**src/rtl/cpu_step_ctrl_if.sv**
```systemverilog
// Board-side bundle for the CPU step controller: raw buttons in, CPU strobe and status out.
interface cpu_step_ctrl_if;
    logic        btn_step;
    logic        btn_run;
    logic        btn_sel;
    logic        cpu_en;
    logic        run_mode;
    logic [4:0]  reg_sel;
    logic [31:0] step_count;

    // Board / harness side: drives the buttons, observes the controller.
    modport master (
        output btn_step, btn_run, btn_sel,
        input  cpu_en, run_mode, reg_sel, step_count
    );

    // Controller side.
    modport slave (
        input  btn_step, btn_run, btn_sel,
        output cpu_en, run_mode, reg_sel, step_count
    );
endinterface

```
**src/rtl/cpu_step_ctrl.sv**
```systemverilog
// CPU debug harness input stage: debounces step/run/select buttons and produces a
// one-cycle CPU clock-enable, either per step press or from a free-running divider,
// plus the register-select index for the display path.
module cpu_step_ctrl #(
    parameter int DEBOUNCE_CYCLES = 500000,
    parameter int RUN_DIV         = 50000000,
    parameter int NUM_REGS        = 26
) (
    input  logic           clk,
    input  logic           rst_n,
    cpu_step_ctrl_if.slave bus
);
    localparam int DB_W  = $clog2(DEBOUNCE_CYCLES);
    localparam int DIV_W = $clog2(RUN_DIV);

    localparam logic [DB_W-1:0]  DB_LAST  = DB_W'(DEBOUNCE_CYCLES - 1);
    localparam logic [DIV_W-1:0] DIV_LAST = DIV_W'(RUN_DIV - 1);
    localparam logic [4:0]       SEL_LAST = 5'(NUM_REGS - 1);

    // Channel indices into the per-button vectors.
    localparam int BTN_STEP = 0;
    localparam int BTN_RUN  = 1;
    localparam int BTN_SEL  = 2;

    typedef enum logic {ST_STEP, ST_RUN} state_t;

    logic [2:0]            raw;
    logic [2:0]            sync_p0;
    logic [2:0]            sync_p1;
    logic [2:0]            stable;
    logic [2:0]            press;
    logic [2:0][DB_W-1:0]  db_cnt;

    state_t                state;
    logic [DIV_W-1:0]      div_cnt;
    logic                  cpu_en_q;
    logic                  run_mode_q;
    logic [31:0]           step_count_q;
    logic [4:0]            reg_sel_q;

    assign raw = {bus.btn_sel, bus.btn_run, bus.btn_step};

    assign bus.cpu_en     = cpu_en_q;
    assign bus.run_mode   = run_mode_q;
    assign bus.step_count = step_count_q;
    assign bus.reg_sel    = reg_sel_q;

    // Two-flop synchronizer for the asynchronous button inputs.
    always_ff @(posedge clk or negedge rst_n) begin
        if (!rst_n) begin
            sync_p0 <= '0;
            sync_p1 <= '0;
        end else begin
            sync_p0 <= raw;
            sync_p1 <= sync_p0;
        end
    end

    // Debounce: accept a new level after it persists, and flag the 0->1 acceptance as a press.
    always_ff @(posedge clk or negedge rst_n) begin
        if (!rst_n) begin
            db_cnt <= '0;
            stable <= '0;
            press  <= '0;
        end else begin
            for (int i = 0; i < 3; i++) begin
                press[i] <= 1'b0;
                if (sync_p1[i] == stable[i]) begin
                    db_cnt[i] <= '0;
                end else if (db_cnt[i] == DB_LAST) begin
                    db_cnt[i] <= '0;
                    stable[i] <= sync_p1[i];
                    // Press coincides with the rising edge of the stable level; releases give 0.
                    press[i]  <= sync_p1[i];
                end else begin
                    db_cnt[i] <= db_cnt[i] + 1'b1;
                end
            end
        end
    end

    // Mode FSM and cpu_en generation; a mode toggle always wins over step or divider pulses.
    always_ff @(posedge clk or negedge rst_n) begin
        if (!rst_n) begin
            state        <= ST_STEP;
            div_cnt      <= '0;
            cpu_en_q     <= 1'b0;
            run_mode_q   <= 1'b0;
            step_count_q <= '0;
        end else begin
            cpu_en_q <= 1'b0;
            if (press[BTN_RUN]) begin
                div_cnt <= '0;
                if (state == ST_STEP) begin
                    state      <= ST_RUN;
                    run_mode_q <= 1'b1;
                end else begin
                    state      <= ST_STEP;
                    run_mode_q <= 1'b0;
                end
            end else if (state == ST_RUN) begin
                if (div_cnt == DIV_LAST) begin
                    div_cnt      <= '0;
                    cpu_en_q     <= 1'b1;
                    step_count_q <= step_count_q + 32'd1;
                end else begin
                    div_cnt <= div_cnt + 1'b1;
                end
            end else if (press[BTN_STEP]) begin
                cpu_en_q     <= 1'b1;
                step_count_q <= step_count_q + 32'd1;
            end
        end
    end

    // Register-select index advances per select press and wraps at the last register.
    always_ff @(posedge clk or negedge rst_n) begin
        if (!rst_n) begin
            reg_sel_q <= '0;
        end else if (press[BTN_SEL]) begin
            if (reg_sel_q == SEL_LAST) begin
                reg_sel_q <= '0;
            end else begin
                reg_sel_q <= reg_sel_q + 5'd1;
            end
        end
    end
endmodule

```
**src/flat_wrapper.sv**
```systemverilog
// flat-port wrapper written by rule: the top's interface ports become plain ports
module cpu_step_ctrl_flat 
#(
    parameter int DEBOUNCE_CYCLES = 500000,
    parameter int RUN_DIV         = 50000000,
    parameter int NUM_REGS        = 26
)
  (clk, rst_n, bus_btn_step, bus_btn_run, bus_btn_sel, bus_cpu_en, bus_run_mode, bus_reg_sel, bus_step_count);
  cpu_step_ctrl_if bus_i ();
  input  logic clk;
  input  logic rst_n;
  input wire logic [$bits(bus_i.btn_step)-1:0] bus_btn_step;
  input wire logic [$bits(bus_i.btn_run)-1:0] bus_btn_run;
  input wire logic [$bits(bus_i.btn_sel)-1:0] bus_btn_sel;
  output wire logic [$bits(bus_i.cpu_en)-1:0] bus_cpu_en;
  output wire logic [$bits(bus_i.run_mode)-1:0] bus_run_mode;
  output wire logic [$bits(bus_i.reg_sel)-1:0] bus_reg_sel;
  output wire logic [$bits(bus_i.step_count)-1:0] bus_step_count;
  assign bus_i.btn_step = bus_btn_step;
  assign bus_i.btn_run = bus_btn_run;
  assign bus_i.btn_sel = bus_btn_sel;
  assign bus_cpu_en = bus_i.cpu_en;
  assign bus_run_mode = bus_i.run_mode;
  assign bus_reg_sel = bus_i.reg_sel;
  assign bus_step_count = bus_i.step_count;
  cpu_step_ctrl #(.DEBOUNCE_CYCLES(DEBOUNCE_CYCLES), .RUN_DIV(RUN_DIV), .NUM_REGS(NUM_REGS)) u_core (.clk(clk), .rst_n(rst_n), .bus(bus_i));
endmodule
```
**config.mk**
```make
export PLATFORM = sky130hd
export DESIGN_NAME = cpu_step_ctrl_flat
export DESIGN_NICKNAME = d
export VERILOG_FILES = /design/src/rtl/cpu_step_ctrl_if.sv /design/src/rtl/cpu_step_ctrl.sv /design/src/flat_wrapper.sv
export SDC_FILE = /design/constraint.sdc
export NUM_CORES = 1
export LEC_CHECK = 0
export CORE_UTILIZATION = 25
export DETAILED_ROUTE_END_ITERATION = 16
export PLACE_DENSITY = 0.4
export SLEW_MARGIN = 20
export SYNTH_ARGS = -nofsm -noshare
export SYNTH_HDL_FRONTEND = slang
export SYNTH_SLANG_ARGS = --single-unit
```
**constraint.sdc**
```tcl
create_clock -name clk -period 2.4 [get_ports clk]
set_input_delay 0.48 -clock clk [delete_from_list [all_inputs] [get_ports clk]]
set_output_delay 0.48 -clock clk [all_outputs]
set_load 0.005 [all_outputs]
```
==> results of run 1 <==
-- power breakdown --
part / total, mW / leakage (nW) / switching [mW] / internal, mW
combinational: 0.104 / 1.39 / 0.0727 / 0.0309
sequential: 2.29 / 1.85 / 0.0163 / 2.28
clock: 2.72 / 0.297 / 1.05 / 1.67
-- layout by cell type (no fill, tap or decap), types with 19 or more instances in the layout --
master           synthesis  final
nor2_1                  83     83
xnor2_1                 19     19
nand3_1                 46     46
xor2_1                  70     70
nor3_1                  19     19
and3_1                  20     20
dfrtp_1                134    133
nand4_1                 30     30
nand2_1                 62     62
clkdlybuf4s50_1          0     42
buf_4                    0     26
-- sequential cells by signal (all words and copies together) (netlist names) --
name,cells
u_core.press,3
u_core.bus.step_count,32
u_core.stable,3
u_core.bus.reg_sel,5
u_core.sync_p0,3
u_core.div_cnt,26
u_core.bus.cpu_en,1
u_core.db_cnt,57
u_core.state,1
u_core.sync_p1,3
-- cell families (layout without fill, tap and decap cells) --
family	after synthesis	after routing	synth area share
simple gates	331	331	0.283
flops	134	134	0.507
xor+xnor	89	89	0.118
compound gates	52	52	0.0517
buf+inv	28	113	0.0185
fa+ha+maj	7	7	0.0132
mux	5	5	0.00833
-- cell usage after synthesis, types with 2 or more instances --
library cell / number / area share
dfrtp_1: 134 / 0.51
nor2_1: 83 / 0.047
xor2_1: 70 / 0.093
nand2_1: 62 / 0.035
nand3_1: 46 / 0.035
nand4_1: 30 / 0.028
and3_1: 20 / 0.019
nor3_1: 19 / 0.014
xnor2_1: 19 / 0.025
a31oi_1: 16 / 0.015
clkbuf_1: 15 / 0.0085
nor4_2: 15 / 0.028
a21oi_1: 10 / 0.0076
inv_1: 8 / 0.0045
o21ai_0: 8 / 0.0061
ha_1: 7 / 0.013
nand2b_1: 7 / 0.0066
nor4_1: 7 / 0.0066
nor4b_2: 7 / 0.016
and4_1: 5 / 0.0066
nor3b_1: 5 / 0.0057
or3_1: 5 / 0.0047
a21o_1: 4 / 0.0045
a22o_1: 4 / 0.0053
mux2_2: 4 / 0.0068
o211ai_1: 3 / 0.0034
or4_1: 3 / 0.0034
or4b_2: 3 / 0.0045
a41oi_1: 2 / 0.0027
and2_1: 2 / 0.0019
buf_2: 2 / 0.0015
buf_6: 2 / 0.0034
nand4b_1: 2 / 0.0027
nor4_4: 2 / 0.0064
or2_2: 2 / 0.0019
-- worst max-delay path by stage --
| stage | from | endpoint | slack (ns) | depth (start not counted) |
|---|---|---|---|---|
| 2_1_floorplan | u_core.div_cnt[18]$_DFFE_PN0P_ | u_core.bus.step_count[9]$_DFFE_PN0P_ | 0.24 | 6 |
| 3_3_place_gp | u_core.div_cnt[8]$_DFFE_PN0P_ | u_core.bus.step_count[31]$_DFFE_PN0P_ | 0.11 | 6 |
| 3_5_place_dp | u_core.div_cnt[18]$_DFFE_PN0P_ | u_core.bus.step_count[16]$_DFFE_PN0P_ | 0.10 | 6 |
| 4_1_cts | u_core.div_cnt[8]$_DFFE_PN0P_ | u_core.bus.step_count[27]$_DFFE_PN0P_ | 0.07 | 6 |
| 5_1_grt | u_core.div_cnt[11]$_DFFE_PN0P_ | u_core.bus.step_count[17]$_DFFE_PN0P_ | -0.006 | 6 |
| 6_report | u_core.div_cnt[11]$_DFFE_PN0P_ | u_core.bus.step_count[27]$_DFFE_PN0P_ | 0.11 | 6 |
-- critical path, cell delays in order (launching register included) --
cell and delay, ns:
dfrtp_1 0.42, or4b_4 0.52, nor4_4 0.37, a32oi_4 0.19, buf_12 0.21, nor4_2 0.31
xor2_1 0.17
-- area by class of cell --
cell class | instances | area [um^2]
fillers | 2651 | 17700
flip-flops and latches | 134 | 3350
multi-input cells | 484 | 3160
repair buffers | 73 | 707
clock buffers | 18 | 439
well taps | 335 | 419
clock inverters | 14 | 176
inverters | 8 | 30.0
-- through the flow --
stage	util	hold slack, ns
3_3_place_gp	0.294	0.334
4_1_cts	0.317	0.0571
6_report	0.319	0.0361
5_1_grt	0.319	0.0736
2_1_floorplan	-	0.184
3_5_place_dp	0.294	0.335
-- timing repair --
item / CTS / global route
resized for setup: 0 / 2
buffers inserted: 0 / 4
hold endpoints to repair: 0 / 0
setup endpoints to repair: 0 / 20
-- metal layers --
layer | track usage | vias up
met4 | 0.0496 | 0
li1 | - | 2441
met5 | 0 | -
met2 | 0.195 | 78
met3 | 0.0229 | 9
met1 | 0.159 | 2491
==> results_dict.tcl, run 1 <==
set metrics [dict create \
    avgSynthCellArea_um2 10.2 \
    synthCells 646 \
    top_layer_used "met4" \
    num_rows 59 \
    syn-cell-area_mm2 0.00661 \
    worst_pin_slew_ns 0.592 \
    antenna_found_initial 0 \
    timing.rr.start "u_core.div_cnt[11]$_DFFE_PN0P_" \
    min_path_type "in2async" \
    wl_met3_um 460 \
    p_leak_nw 3.53 \
    layout_min_cycle_time_ns 2.29 \
    reg2regPathDepth 6 \
    place_area_mm2 0.00763 \
    drt-vias-per-instance 4.71 \
    ys.flop_type "dfrtp_1" \
    status "finished clean" \
    power_density_mw_per_mm2 617 \
    cts_buffers 17 \
    finalCritPeriodShare 0.953 \
    vias 5019 \
    synth-seq-cells 134 \
    critPathKind "reg2reg" \
    die_h_um 165 \
    dieArea_mm2 0.0271 \
    hold_buffers 0 \
    worst-r2r-setup-slack_ns 0.11 \
    area_growth_pct 25.4 \
    fin_area_mm2 0.00829 \
    coreArea_mm2 0.0260 \
    path_clk_slew_ns 0.07 \
    grt_pass1_vias 5070 \
    cp.required_ns 2.74 \
    htree_levels 4 \
    cp.arrival_ns 2.63 \
    die_w_um 165 \
    place_ws_ns 0.104 \
    syn_nets 658 \
    r2r_end "u_core.bus.step_count[27]$_DFFE_PN0P_" \
    fin_tns_setup_ns 0 \
    hpwlAfterDp_mm 10.5 \
    wl_met1_mm 7.42 \
    overflow 0 \
    relSlewSlack 0.605 \
    cp-end-kind "flip-flop" \
    ir_drop_uv 400 \
    dr.pass1.iters 4 \
    fin_worst_skew_ns 0.0112 \
    finalNetCount 730 \
    grt_max_degree 60 \
    cts_tree "done" \
    setup_slack_ns 0.112 \
    clk_latency_ns 0.42 \
    setup_violations 0 \
    drcViolationCount 0 \
    cap_viol_max_count 0 \
    grt_usage 0.121 \
    final_cells 1066 \
    synth_edf_count 0 \
    cts_sinks 134 \
    power_mw 5.12 \
    cts_max_path_buffers 2 \
    drt_wl_total_mm 15.2 \
    gp_congestion 0.804 \
    hold_violations 0 \
    async_flop_share 1.00 \
    post_drt_wl_per_cell_um 14.3 \
    seq_area_frac_synth 0.507 \
    initial_core_util 0.254 \
    clock.fmax_mhz 437 \
    route.met2.wl_mm 7.15 \
    postRouteAntennaNets 0 \
    grt_pass1_wl_mm 25.8 \
    crit_path_start_kind "flip-flop" \
    synth_cell_type_count 48 \
    antenna_cells 0 \
    finalMaxSlewViolations 0 \
    dpl.cell_count 1030 \
    yosysWarningCount 0 \
    drt-initial-drc-count 251 \
    crit_fanout 30 \
    io_pins 44 \
    portBuffers 43 \
    clockRootBuffer "clkbuf_16" \
    drive_above_1_share 0.140 \
]
No activity file was read; power rests on OpenSTA's default activity.
==> inputs of run 2 (changes only) <==
--- a/config.mk
+++ b/config.mk
@@ -8,6 +8,7 @@
 export CORE_UTILIZATION = 25
 export DETAILED_ROUTE_END_ITERATION = 16
 export PLACE_DENSITY = 0.4
+export REMOVE_ABC_BUFFERS = 1
 export SLEW_MARGIN = 20
 export SYNTH_ARGS = -nofsm -noshare
 export SYNTH_HDL_FRONTEND = slang
==> run 2 against run 1 <==
Core utilization is 0.063 points lower. Maximum frequency hardly changed. Hold slack better by 0.31 ns. Combinational power hardly changed. Clock skew is 0.0023 ns lower. First-iteration DRC count is 18% higher. Via count is 0.24% lower. Critical path type unchanged. Critical endpoint is now u_core.div_cnt[13]$_DFFE_PN0P_. Largest cell class unchanged.
==> results_dict.tcl, run 2 (same netlist as run 1, synthesis figures left out) <==
set metrics [dict create \
    htree_levels 4 \
    portBuffers 43 \
    vias 5007 \
    drive_above_1_share 0.132 \
    crit_fanout 6 \
    crit_end "u_core.div_cnt[13]$_DFFE_PN0P_" \
    reg2regPathDepth 7 \
    finalMaxSlewViolations 0 \
    cp-end-kind "flip-flop" \
    power_density_mw_per_mm2 625 \
    status "finished clean" \
    path_clk_slew_ns 0.06 \
    die_w_um 165 \
    fin_worst_skew_ns 0.00889 \
    critPathKind "reg2reg" \
    hpwlAfterDp_mm 10.6 \
    antenna_cells 0 \
    finalCritPeriodShare 0.953 \
    cp.required_ns 2.70 \
    rsz0062_at_grt "false" \
    layout_min_cycle_time_ns 2.29 \
    drt-vias-per-instance 4.71 \
    drcViolationCount 0 \
    overflow 0 \
    die_h_um 165 \
    min_path_type "reg2reg" \
    top_register "u_core.db_cnt" \
    place_area_mm2 0.00764 \
    area_growth_pct 25.2 \
    fin_area_mm2 0.00827 \
    r2r_end "u_core.div_cnt[13]$_DFFE_PN0P_" \
    cts.repair.resized 0 \
    crit_start "u_core.div_cnt[18]$_DFFE_PN0P_" \
    io_pins 44 \
    layout.cells.most_common_list "133 x dfrtp_1, 83 x nor2_1, 70 x xor2_1" \
    post_drt_wl_per_cell_um 14.5 \
    initial_core_util 0.254 \
    postRouteAntennaNets 0 \
    relSlewSlack 0.599 \
    num_rows 59 \
    grt_usage 0.122 \
    cts_tree "done" \
    crit_path_start_kind "flip-flop" \
    grt_max_degree 50 \
    grt_pass1_wl_mm 26.0 \
    dr.pass1.iters 8 \
    finalNetCount 727 \
    p_leak_nw 3.52 \
    layout_commonest_cell "dfrtp_1" \
    power_mw 5.17 \
    cp.arrival_ns 2.59 \
    clock.fmax_mhz 437 \
    worst-r2r-setup-slack_ns 0.11 \
    clk_latency_ns 0.42 \
    ir_drop_uv 441 \
    worst_pin_slew_ns 0.600 \
    coreArea_mm2 0.0260 \
    drt_wl_total_mm 15.4 \
    antenna_found_initial 0 \
    clockRootBuffer "clkbuf_16" \
    cts_sinks 134 \
    grt_pass1_vias 4916 \
    dieArea_mm2 0.0271 \
    cts_buffers 17 \
    cts_max_path_buffers 2 \
    largest_register_ff_count 57 \
    setup_violations 0 \
    hold_violations 0 \
    timing.rr.start "u_core.div_cnt[18]$_DFFE_PN0P_" \
    cap_viol_max_count 0 \
    gp_congestion 0.819 \
    drt-initial-drc-count 297 \
]
==> run 2: cell types whose count changed in the layout (fill, tap and decap cells not counted) <==
cell and delta:
bufinv_16 +1, clkinv_2 +2, or4b_1 +1, clkinv_4 -4, dlygate4sd3_1 +1, inv_6 -1, or4b_4 -1, nor4_4 -1
buf_4 -5, clkinvlp_4 +1, buf_12 +1, nor4_2 +1
==> run 2: layout make-up <==
type	count	area [um^2]
Sequential cell	134	3350
Fill cell	2626	17700
Clock buffer	18	439
Tap cell	335	419
Clock inverter	13	180
Timing Repair Buffer	70	699
Inverter	8	30.0
Multi-Input combinational cell	484	3150
==> run 2: worst min-delay path by stage <==
| stage | start | endpoint | slack (ns) | cells after the start |
|---|---|---|---|---|
| 2_1_floorplan | rst_n | u_core.bus.cpu_en$_DFF_PN0_ | 0.18 | 0 |
| 3_3_place_gp | u_core.sync_p0[0]$_DFF_PN0_ | u_core.sync_p1[0]$_DFF_PN0_ | 0.34 | 0 |
| 3_5_place_dp | u_core.sync_p0[0]$_DFF_PN0_ | u_core.sync_p1[0]$_DFF_PN0_ | 0.34 | 0 |
| 4_1_cts | u_core.sync_p0[0]$_DFF_PN0_ | u_core.sync_p1[0]$_DFF_PN0_ | 0.35 | 0 |
| 5_1_grt | u_core.sync_p0[0]$_DFF_PN0_ | u_core.sync_p1[0]$_DFF_PN0_ | 0.36 | 0 |
| 6_report | u_core.sync_p0[0]$_DFF_PN0_ | u_core.sync_p1[0]$_DFF_PN0_ | 0.35 | 0 |
==> run 2: critical path: stages (launching register included) <==
cell and delay (ns):
dfrtp_1 0.40, or4_4 0.55, nor4_4 0.36, buf_4 0.20, a31oi_2 0.12, buf_4 0.18
a21o_1 0.15, a22o_1 0.22
==> run 2: what timing repair did <==
action	CTS	global route
hold endpoints to repair	16	0
hold buffers	1	0
setup buffers	0	0
==> run 2: stage by stage <==
step / setup TNS [ns] / setup slack (ns) / instances / utilization / hold WS, ns
4_1_cts: 0 / 0.105 / 1062 / 0.318 / 0.354
3_5_place_dp: 0 / 0.117 / 1030 / 0.294 / 0.340
6_report: 0 / 0.114 / 1062 / 0.318 / 0.350
3_3_place_gp: 0 / 0.167 / 1030 / 0.294 / 0.340
5_1_grt: 0 / 0.0143 / 1062 / 0.318 / 0.360
2_1_floorplan: -20.08 / -0.650 / 626 / - / 0.184
==> run 2: power by group <==
| group | internal (mW) | switching [mW] |
|---|---|---|
| Clock | 1.76 | 1.02 |
| Sequential | 2.28 | 0.0172 |
| Combinational | 0.0332 | 0.0732 |
==> run 2: per-layer routing <==
metal	track usage	wire (um)	up-vias	share of wire
met2	0.189	6910	85	0.45
met1	0.168	7710	2460	0.50
met4	0.0517	289	0	0.019
li1	-	-	2444	-
met5	0	0	-	0
met3	0.0216	456	18	0.030
